File: config.mk
export PLATFORM = sky130hd
export DESIGN_NAME = uart_tx_arbiter
export DESIGN_NICKNAME = d
export VERILOG_FILES = /design/src/rtl/uart_tx_arbiter.sv
export SDC_FILE = /design/constraint.sdc
export NUM_CORES = 1
export LEC_CHECK = 0
export BUFFER_PORTS_ARGS = -buffer_cell sky130_fd_sc_hd__buf_2
export CORE_MARGIN = 2
export CORE_UTILIZATION = 49
export DETAILED_ROUTE_END_ITERATION = 7
export PLACE_DENSITY_LB_ADDON = 0.08
export SETUP_SLACK_MARGIN = 0.3
export SLEW_MARGIN = 20
export SYNTH_ARGS = -nofsm -noshare
export SYNTH_HDL_FRONTEND = slang
export SYNTH_SLANG_ARGS = --single-unit
File: constraint.sdc
create_clock -name clk -period 2.6 [get_ports clk]
set_input_delay 0 -clock clk [delete_from_list [all_inputs] [get_ports clk]]
set_output_delay 0 -clock clk [all_outputs]
set_load 0.02 [all_outputs]
File: src/rtl/uart_tx_arbiter.sv
// Round-robin, packet-granular sharing of one UART tx byte port among NUM_REQ requesters.
// One cycle from request to grant; the owner's byte path is combinational, so req_ready follows tx_ready.
module uart_tx_arbiter #(
   parameter int NUM_REQ    = 4,
   parameter int MAX_BURST  = 16,
   parameter int GAP_CYCLES = 0
) (
   input  logic                   clk,
   input  logic                   rst,
   input  logic [NUM_REQ-1:0]     req_valid,
   input  logic [8*NUM_REQ-1:0]   req_data,
   input  logic [NUM_REQ-1:0]     req_last,
   output logic [NUM_REQ-1:0]     req_ready,
   output logic [7:0]             tx_data,
   output logic                   tx_valid,
   input  logic                   tx_ready,
   input  logic                   tx_idle,
   output logic [NUM_REQ-1:0]     grant,
   output logic                   busy,
   output logic [15:0]            pkt_count
);

   localparam int OW = $clog2(NUM_REQ);

   typedef enum logic [1:0] {
      ST_IDLE = 2'd0,
      ST_SEND = 2'd1,
      ST_GAP  = 2'd2
   } state_e;

   state_e        state_q, state_d;
   logic [OW-1:0] owner_q, owner_d;
   logic [OW-1:0] rr_ptr_q, rr_ptr_d;
   logic [15:0]   burst_cnt_q, burst_cnt_d;
   logic [15:0]   gap_cnt_q, gap_cnt_d;
   logic [15:0]   pkt_count_q, pkt_count_d;

   logic [7:0]    req_byte [NUM_REQ];
   logic [OW-1:0] pick;
   logic          any_req;
   logic          own_valid;
   logic          own_last;
   logic          xfer;
   logic          burst_hit;
   logic          pkt_end;
   logic [OW-1:0] next_owner;
   logic          sending;

   for (genvar g = 0; g < NUM_REQ; g++) begin : g_byte
      assign req_byte[g] = req_data[8*g +: 8];
   end

   // First valid requester at or after rr_ptr, wrapping modulo NUM_REQ.
   always_comb begin
      int            idx;
      logic [OW-1:0] idx_w;
      idx     = 0;
      idx_w   = '0;
      pick    = rr_ptr_q;
      any_req = 1'b0;
      for (int i = 0; i < NUM_REQ; i++) begin
         idx   = (int'(rr_ptr_q) + i) % NUM_REQ;
         idx_w = OW'(idx);
         if (!any_req && req_valid[idx_w]) begin
            pick    = idx_w;
            any_req = 1'b1;
         end
      end
   end

   assign own_valid  = req_valid[owner_q];
   assign own_last   = req_last[owner_q];
   assign xfer       = (state_q == ST_SEND) && own_valid && tx_ready;
   assign burst_hit  = (MAX_BURST != 0) && ((burst_cnt_q + 16'd1) == 16'(MAX_BURST));
   assign pkt_end    = xfer && (own_last || burst_hit);
   assign next_owner = (owner_q == OW'(NUM_REQ - 1)) ? '0 : owner_q + OW'(1);

   always_comb begin
      state_d     = state_q;
      owner_d     = owner_q;
      rr_ptr_d    = rr_ptr_q;
      burst_cnt_d = burst_cnt_q;
      gap_cnt_d   = gap_cnt_q;
      pkt_count_d = pkt_count_q;
      case (state_q)
         ST_IDLE: begin
            if (any_req) begin
               owner_d     = pick;
               burst_cnt_d = '0;
               state_d     = ST_SEND;
            end
         end
         ST_SEND: begin
            if (xfer) begin
               burst_cnt_d = burst_cnt_q + 16'd1;
            end
            if (pkt_end) begin
               pkt_count_d = pkt_count_q + 16'd1;
               rr_ptr_d    = next_owner;
               gap_cnt_d   = 16'(GAP_CYCLES);
               state_d     = ST_GAP;
            end
         end
         ST_GAP: begin
            // Even with no gap configured, wait for the last byte to leave the wire.
            if (gap_cnt_q != 16'd0) begin
               gap_cnt_d = gap_cnt_q - 16'd1;
            end else if (tx_idle) begin
               state_d = ST_IDLE;
            end
         end
         default: begin
            state_d = ST_IDLE;
         end
      endcase
   end

   always_ff @(posedge clk) begin
      if (rst) begin
         state_q     <= ST_IDLE;
         owner_q     <= '0;
         rr_ptr_q    <= '0;
         burst_cnt_q <= '0;
         gap_cnt_q   <= '0;
         pkt_count_q <= '0;
      end else begin
         state_q     <= state_d;
         owner_q     <= owner_d;
         rr_ptr_q    <= rr_ptr_d;
         burst_cnt_q <= burst_cnt_d;
         gap_cnt_q   <= gap_cnt_d;
         pkt_count_q <= pkt_count_d;
      end
   end

   // Reset also masks the byte path, so no requester loses a byte to a dropped grant.
   assign sending = (state_q == ST_SEND) && !rst;

   always_comb begin
      grant     = '0;
      req_ready = '0;
      tx_valid  = 1'b0;
      tx_data   = 8'h00;
      if (sending) begin
         grant[owner_q]     = 1'b1;
         req_ready[owner_q] = tx_ready;
         tx_valid           = own_valid;
         tx_data            = req_byte[owner_q];
      end
   end

   assign busy      = (state_q != ST_IDLE) && !rst;
   assign pkt_count = pkt_count_q;

endmodule

# [Yosys cells after proc, flatten, opt, wreduce, memory -nomap -nowiden]
# Cells that the tools add are included.
# Widths: inputs -> output; s select.
[classes] n_reduce_logical=24 n_bitwise=2 mux=40 order_cmp=7 add_sub_neg=7 n_eq_ne=10
[ops] operator="$mux 16" count=4
[ops] operator="$pmux 16 s2" count=2
[ops] operator="$add 16x1->16 const B" count=2
[ops] operator="$mux 8" count=3
[ops] operator="$bmux 8 s2" count=1
[ops] operator="$eq 16x5->1 const B" count=1
[ops] operator="$mux 2" count=8
[ops] operator="$reduce_bool 16->1" count=1
[ops] operator="$sub 16x1->16 const B" count=1
[ops] operator="$lt 2x3->1 const B" count=5
[ops] operator="$bmux 1 s2" count=6
[ops] operator="$mux 1" count=12
[ops] operator="$ne 2x2->1 const B" count=6
[ops] operator="$logic_and 1x1->1" count=9
[ops] operator="$mux 4" count=2
[ops] operator="$pmux 2 s3" count=1
[ops] operator="$reduce_and 3->1" count=2
[ops] operator="$reduce_bool 2->1" count=3
[ops] operator="$add 2x1->2 const B" count=2
[ops] operator="$add 2x2->2 const B" count=2
[ops] operator="$and 4x4->4" count=1
[ops] operator="$eq 2x2->1 const B" count=2
[ops] operator="$logic_not 1->1" count=4
[ops] operator="$reduce_and 2->1" count=2
[ops] operator="8 further kinds" count=8
[totals] output_inout_bits=34 ff_bits=54 word_cells=96

# [Longest topological paths before layout]
# Gate-level depths: netlist (run 1).
[logic_depth] word_depth=14 depth_mapped=11 ltp_nobuf=9

# [Worst setup path before layout (run 1)]
# Ideal clock, no wire load.
[synth_timing] path_type="reg-to-reg" start="register burst_cnt_q[0]" end="register pkt_count_q[10] (netlist: pkt_count[10])" arrival_ns=2.484 t_required_ns=2.468 synth_period_minus_slack_ns=2.616 slack_ns=-0.016 stages_incl_launch_ff=11 path_buffers=2 path_cell_list="dfxtp_1 ha_1 nand3_1 nor4_1 and3_1 o211ai_1 o31a_1 buf_2 clkbuf_1 o21ai_0 a21oi_1"
[synth_between] elab_chain_cells=5
[synth_lines] element="start, declared" line="34" rtl="logic [15:0] burst_cnt_q, burst_cnt_d;"
[synth_lines] element="start signal, assigned" line="130" rtl="burst_cnt_q <= burst_cnt_d;"
[synth_lines] element="$add 16x1->16" line="74" rtl="assign burst_hit = (MAX_BURST != 0) && ((burst_cnt_q + 16'd1) == 16'(MAX_BURST));"
[synth_lines] element="$eq 16x5->1" line="74"
[synth_lines] element="$logic_or 1x1->1" line="75" rtl="assign pkt_end = xfer && (own_last || burst_hit);"
[synth_lines] element="$logic_and 1x1->1" line="75"
[synth_lines] element="$reduce_and 2->1 (no line)"
[synth_lines] element="end signal, assigned" line="132" rtl="pkt_count_q <= pkt_count_d;"
[synth_lines] element="end, declared" line="36" rtl="logic [15:0] pkt_count_q, pkt_count_d;"
# No other way between the ends.
# A chain may end at the register's enable or synchronous reset.

# [Worst setup path in the final report (run 1)]
[layout_timing] start="register burst_cnt_q[0]" end="register pkt_count_q[14] (netlist: pkt_count[14])"
# The elaborated chain is that of the path after synthesis.

==> flow_metrics.env, run 1 <==
export IMPL_outcome="finished, final reports clean"
export IMPL_finalMaxSlewViolations=0
export IMPL_synth_seq_cells=54
export IMPL_synth_edf_count=0
export IMPL_gp_congestion=0.8628
export IMPL_wire_per_inst_um=14.81
export IMPL_h_tree_depth=2
export IMPL_grt_pass1_vias=3141
export IMPL_syn2layout_area_growth_pct=34.13
export IMPL_crit_chain="ha_4 -> nand3_4 -> o21ai_2 -> nand4b_1 -> or3_4 -> o31a_1 -> buf_12 -> or4_1 -> a21oi_1"
export IMPL_synth_area_um2=3336
export IMPL_detailedRoute_firstIterationViolations=208
export IMPL_ys_types=49
export IMPL_tritoncts="built"
export IMPL_max_freq_ghz=0.4010
export IMPL_initial_utilization_pct=49.93
export IMPL_multi_input_area_um2=2333
export IMPL_worst_pin_slew_ps=486.1
export IMPL_synth_top_area_share_pct=32.41
export IMPL_p_switching_uw=450.1
export IMPL_yosys_warnings=0
export IMPL_drive_above_1_share_pct=35.03
export IMPL_r2r_end="pkt_count[14]"
export IMPL_clockBufferDepth=2
export IMPL_total_power_uw=1708
export IMPL_cp_slowest_cell="or4_1"
export IMPL_crit_buf_inv=1
export IMPL_startpoint_type="flip-flop"
export IMPL_r2r_cells=9
export IMPL_cp_max_fo=9
export IMPL_cp_required_ps=2850
export IMPL_hp_class="in -> reg"
export IMPL_reg2reg_setup_slack_ps=110
export IMPL_finalCritPeriodShare_pct=95.92
export IMPL_finalInstanceArea_um2=4474
export IMPL_antenna_found_initial=0
export IMPL_grt_overflow=0
export IMPL_die_y_um=86.51
export IMPL_synth_top_family_by_area="simple AND/OR/NAND/NOR gates"
export IMPL_synthAdderAreaFrac_pct=3.001
export IMPL_drv_cap=0
export IMPL_skew_ps=16.74
export IMPL_cts_buffers=5
export IMPL_peakVddDrop_uv=199.7
export IMPL_place_area_um2=3986
export IMPL_power_internal_uw=1258
export IMPL_grt_max_degree=45
export IMPL_fp_dieW_um=86.51
export IMPL_yosys_area_share_simple_pct=29.22
export IMPL_clock_sinks=54
export IMPL_yosys_area_top_type="dfxtp_1"
export IMPL_yosys_cell_count_top_type="dfxtp_1"
export IMPL_nFillCells=549
export IMPL_nets=582
export IMPL_power_frac_comb_pct=14.4
export IMPL_cts_root_buf="clkbuf_8"
export IMPL_portBuffers=77
export IMPL_antenna_left=0
export IMPL_end_kind="flip-flop"
export IMPL_p_sw_share_pct=26.35
export IMPL_hold_viol=0
export IMPL_p_leak_uw=0.001836
export IMPL_syn_inst=425
export IMPL_layout_min_cycle_time_ps=2494
export IMPL_p_per_area_nw_per_um2=381.8
export IMPL_seqPwrFrac_pct=49.0
export IMPL_synth_compound_area_share_pct=21.53
export IMPL_coreArea_um2=6681
export IMPL_synth_area_top_cells="dfxtp_1, a21oi_1, mux4_2, nor2_1, o21ai_0"
export IMPL_via_per_inst=5.984
export IMPL_seq_area_frac_synth_pct=32.41
export IMPL_min_path_cells=2
export IMPL_criticalPathCategory="reg -> reg"
export IMPL_vias=3656
export IMPL_regArea_um2=1109
export IMPL_final_util_pct=66.97
export IMPL_crit_path_max_incr_delay_ps=490
export IMPL_dieArea_um2=7483
export IMPL_worstHoldEndpoint="pkt_count[9]"
export IMPL_ys_flop_type="dfxtp_1"
export IMPL_synth_xor_area_share_pct=2.101
export IMPL_antenna_cells=0
export IMPL_grt_pass1_wl_um=14430
export IMPL_clkPwrFrac_pct=36.5
export IMPL_clk_pin_slew_worst_paths_ps=100
export IMPL_fp_row_count=30
export IMPL_fin_setup_tns_ps=0
export IMPL_rsz0062_at_grt="yes"
export IMPL_ios=78
export IMPL_setup_viol=0
export IMPL_critPathTopFamily="simple AND/OR/NAND/NOR gates"
export IMPL_slew_headroom_pct=67.59
export IMPL_wirelength_um=9049
export IMPL_insertion_delay_ps=320
export IMPL_yosys_top_cells_count="dfxtp_1, a21oi_1, nor2_1"
export IMPL_synth_nets=477
export IMPL_cp_arrival_ps=2740
export IMPL_synthArstFlopShare_pct=0
export IMPL_dp_hpwl_um=5925
export IMPL_postSynthAreaPerCell_um2=7.849
export IMPL_drc_errors=0
export IMPL_dp_cells=585
export IMPL_reg2reg_from="burst_cnt_q[0]"
export IMPL_min_delay_start="rst"
export IMPL_track_usage_pct=23.21
export IMPL_firstDrtPassIters=5
export IMPL_instances_no_fill=611
export IMPL_muxShareOfSynthArea_pct=7.464
flip-flops by register name, indices dropped and copies added, names as in the netlist:
| name | count |
|---|---|
| pkt_count | 16 |
| state_q | 2 |
| gap_cnt_q | 16 |
| burst_cnt_q | 16 |
| rr_ptr_q | 2 |
| owner_q | 2 |
through the flow:
step	hold WS [ps]	setup slack [ps]
4_1_cts	47.54	98.42
3_5_place_dp	319.8	-65.67
6_report	50.86	106.1
2_1_floorplan	186.3	153.5
5_1_grt	58.23	9.636
3_3_place_gp	311.5	37.45
power groups by stage:
| stage | sequential [µW] | combinational (µW) | clock (µW) |
|---|---|---|---|
| 2_1_floorplan | 862 | 137 | 0 |
| 3_3_place_gp | 861 | 229 | 0 |
| 3_5_place_dp | 861 | 231 | 0 |
| 4_1_cts | 837 | 245 | 628 |
| 5_1_grt | 840 | 269 | 665 |
| 6_report | 838 | 247 | 624 |
per-layer routing:
metal,GRT usage (%),up-vias,share of wire (%)
met3,3.238,9,5.0
met4,4.972,0,0.73
met5,0,-,0
met1,31.79,1740,45
met2,39.09,111,49
li1,-,1796,-
layout by cell type, fill, tap and decap left out, types with 10 or more instances in the layout:
master and instances:
nand3_1 13, or3_1 15, a21oi_1 44, nor3_1 10, buf_2 77, nor2_1 41
dfxtp_1 42, nand2_1 35, buf_4 43, o21ai_0 25, and2_1 14
repair_timing:
item                                    in CTS  in global routing
pin swaps                                    8                  3
gates resized for setup                     33                 21
buffers inserted                            13                  2
endpoints found under the hold margin        1                  0
cloned                                       2                  0
hold buffers                                 1                  0
endpoints found under the setup margin      29                 36
worst max-delay path by stage:
stage                   startpoint            end  cells after the start
global placement    burst_cnt_q[1]  pkt_count[14]                      9
global route        burst_cnt_q[0]   pkt_count[9]                      9
finish              burst_cnt_q[0]  pkt_count[14]                      9
detailed placement  burst_cnt_q[1]   pkt_count[7]                      9
CTS                 burst_cnt_q[0]  pkt_count[14]                      8
floorplan               owner_q[0]  pkt_count[14]                      8
cell families after synthesis:
group	count (synthesis)
AND/OR/NAND/NOR	188
multiplexers	12
flip-flops	54
adder cells (fa/ha/maj)	8
AO/OA/AOI/OAI	119
buffers and inverters	36
XOR/XNOR	8
final cells by class:
cell class              instances  share of cell area (%)
flip-flops and latches         54                   24.78
multi-input cells             336                   52.15
clock buffers                   6                   1.846
well taps                      80                   2.237
repair buffers                124                   17.37
inverters                       9                  0.7550
clock inverters                 2                  0.8669
No activity file was read; power rests on OpenSTA's default activity.
==> inputs of run 2 (changes only) <==
- CORE_UTILIZATION: 49 -> 51
- CTS_BUF_LIST: unset -> sky130_fd_sc_hd__clkbuf_8
- RECOVER_POWER: unset -> 25
==> flow_metrics.env, run 2 (same netlist as run 1, synthesis figures left out) <==
export IMPL_outcome="finished, final reports clean"
export IMPL_insertion_delay_ps=320
export IMPL_reg2reg_setup_slack_ps=50
export IMPL_drv_cap=0
export IMPL_p_per_area_nw_per_um2=391.1
export IMPL_cp_required_ps=2850
export IMPL_reg2reg_from="burst_cnt_q[7]"
export IMPL_vias=3606
export IMPL_p_switching_uw=449.6
export IMPL_ios=78
export IMPL_critPathTopFamily="simple AND/OR/NAND/NOR gates"
export IMPL_post_place_ws_ps=-11.91
export IMPL_min_path_cells=2
export IMPL_r2r_cells=11
export IMPL_crit_buf_inv=4
export IMPL_crit_chain="nand4_4 -> clkbuf_2 -> buf_4 -> nor3_1 -> nand4b_1 -> or3_4 -> o31a_1 -> buf_12 -> buf_4 -> or3_1 -> a21oi_1"
export IMPL_nets=572
export IMPL_die_y_um=84.88
export IMPL_cp_arrival_ps=2800
export IMPL_power_internal_uw=1226
export IMPL_hold_viol=0
export IMPL_seqPwrFrac_pct=50.1
export IMPL_p_leak_uw=0.001684
export IMPL_drc_errors=0
export IMPL_fp_dieW_um=84.88
export IMPL_finalInstanceArea_um2=4285
export IMPL_antenna_found_initial=0
export IMPL_drive_above_1_share_pct=28.02
export IMPL_clk_pin_slew_worst_paths_ps=110
export IMPL_antenna_cells=0
export IMPL_fin_setup_tns_ps=0
export IMPL_grt_max_degree=32
export IMPL_firstDrtPassIters=4
export IMPL_end_kind="flip-flop"
export IMPL_cpMostUsedCell="buf_4"
export IMPL_place_area_um2=3975
export IMPL_worstHoldEndpoint="burst_cnt_q[8]"
export IMPL_wirelength_um=9024
export IMPL_hp_class="in -> reg"
export IMPL_finalCritPeriodShare_pct=98.17
export IMPL_syn2layout_area_growth_pct=28.47
export IMPL_initial_utilization_pct=52.53
export IMPL_track_usage_pct=23.94
export IMPL_grt_pass1_wl_um=14420
export IMPL_h_tree_depth=2
export IMPL_layout_min_cycle_time_ps=2552
export IMPL_max_freq_ghz=0.3918
export IMPL_slew_headroom_pct=63.67
export IMPL_crit_path_max_incr_delay_ps=350
export IMPL_clockBufferDepth=2
export IMPL_cts_root_buf="clkbuf_8"
export IMPL_worst_path_stages=11
export IMPL_rsz0062_at_grt="yes"
export IMPL_layout_common_cells="buf_2, dfxtp_1, a21oi_1"
export IMPL_cts_buffers=5
export IMPL_gp_congestion=0.9382
export IMPL_grt_overflow=0
export IMPL_portBuffers=77
export IMPL_wire_per_inst_um=15.09
export IMPL_coreArea_um2=6350
export IMPL_peakVddDrop_uv=306.5
export IMPL_tritoncts="built"
export IMPL_min_delay_start="rst"
export IMPL_r2r_end="pkt_count[4]"
export IMPL_regArea_um2=1099
export IMPL_p_sw_share_pct=26.83
export IMPL_grt_pass1_vias=3181
export IMPL_clkPwrFrac_pct=36.0
export IMPL_final_common_cell="buf_2"
export IMPL_setup_viol=0
export IMPL_skew_ps=8.153
export IMPL_fp_row_count=29
export IMPL_worst_pin_slew_ps=545.0
export IMPL_nFillCells=562
export IMPL_criticalPathCategory="reg -> reg"
export IMPL_dp_hpwl_um=6172
export IMPL_cp_max_fo=24
export IMPL_startpoint_type="flip-flop"
export IMPL_clock_sinks=54
export IMPL_multi_input_area_um2=2273
export IMPL_detailedRoute_firstIterationViolations=162
export IMPL_finalMaxSlewViolations=0
export IMPL_power_frac_comb_pct=14.0
export IMPL_dieArea_um2=7204
export IMPL_antenna_left=0
export IMPL_worst_slack_ps=47.54
export IMPL_cp_slowest_cell="dfxtp_1"
export IMPL_via_per_inst=6.030
[run 2: worst max-delay path by stage]
stage              startpoint       endpoint  slack, ps
2_1_floorplan      owner_q[0]  pkt_count[14]        150
3_3_place_gp   burst_cnt_q[1]   pkt_count[7]         70
3_5_place_dp   burst_cnt_q[3]  pkt_count[15]        -10
4_1_cts            owner_q[0]   pkt_count[4]         90
5_1_grt        burst_cnt_q[7]   pkt_count[9]        -30
6_report       burst_cnt_q[7]   pkt_count[4]         50
[run 2: layout make-up]
class,count,share of cell area (%)
timing repair buffer,115,15.56
tap,77,2.248
sequential,54,25.63
inverter,9,0.7883
multi-input combinational,335,53.05
clock inverter,3,1.109
clock buffer,5,1.606
[run 2: power groups by stage]
stage	combinational, µW	sequential (µW)	clock (µW)
detailed placement	234	861	0
global placement	229	860	0
CTS	237	841	614
global route	256	841	642
finish	234	839	603
floorplan	137	862	0
[run 2: metrics by stage]
stage / power (µW) / hold slack (ps) / instances / util, %
finish: 1676 / 149.3 / 598 / 67.49
global route: 1739 / 176.5 / 598 / 67.49
CTS: 1692 / 147.8 / 592 / 65.83
detailed placement: 1095 / 310.6 / 581 / 62.60
global placement: 1089 / 322.1 / 581 / 62.60
floorplan: 999.0 / 186.3 / 425 / -
[run 2: timing repair]
item	CTS	global route
endpoints found under the hold margin	1	0
gates resized for setup	17	18
setup endpoints to repair	33	34
buffers inserted	2	6
hold buffers	1	0
pin swaps	6	9
[run 2: metal layers]
| metal | up-vias | global-route usage [%] | part of all wire (%) |
|---|---|---|---|
| li1 | 1771 | - | - |
| met1 | 1717 | 32.15 | 45 |
| met2 | 106 | 39.80 | 49 |
| met3 | 12 | 3.891 | 5.2 |
| met4 | 0 | 7.215 | 1.4 |
| met5 | - | 0 | 0 |
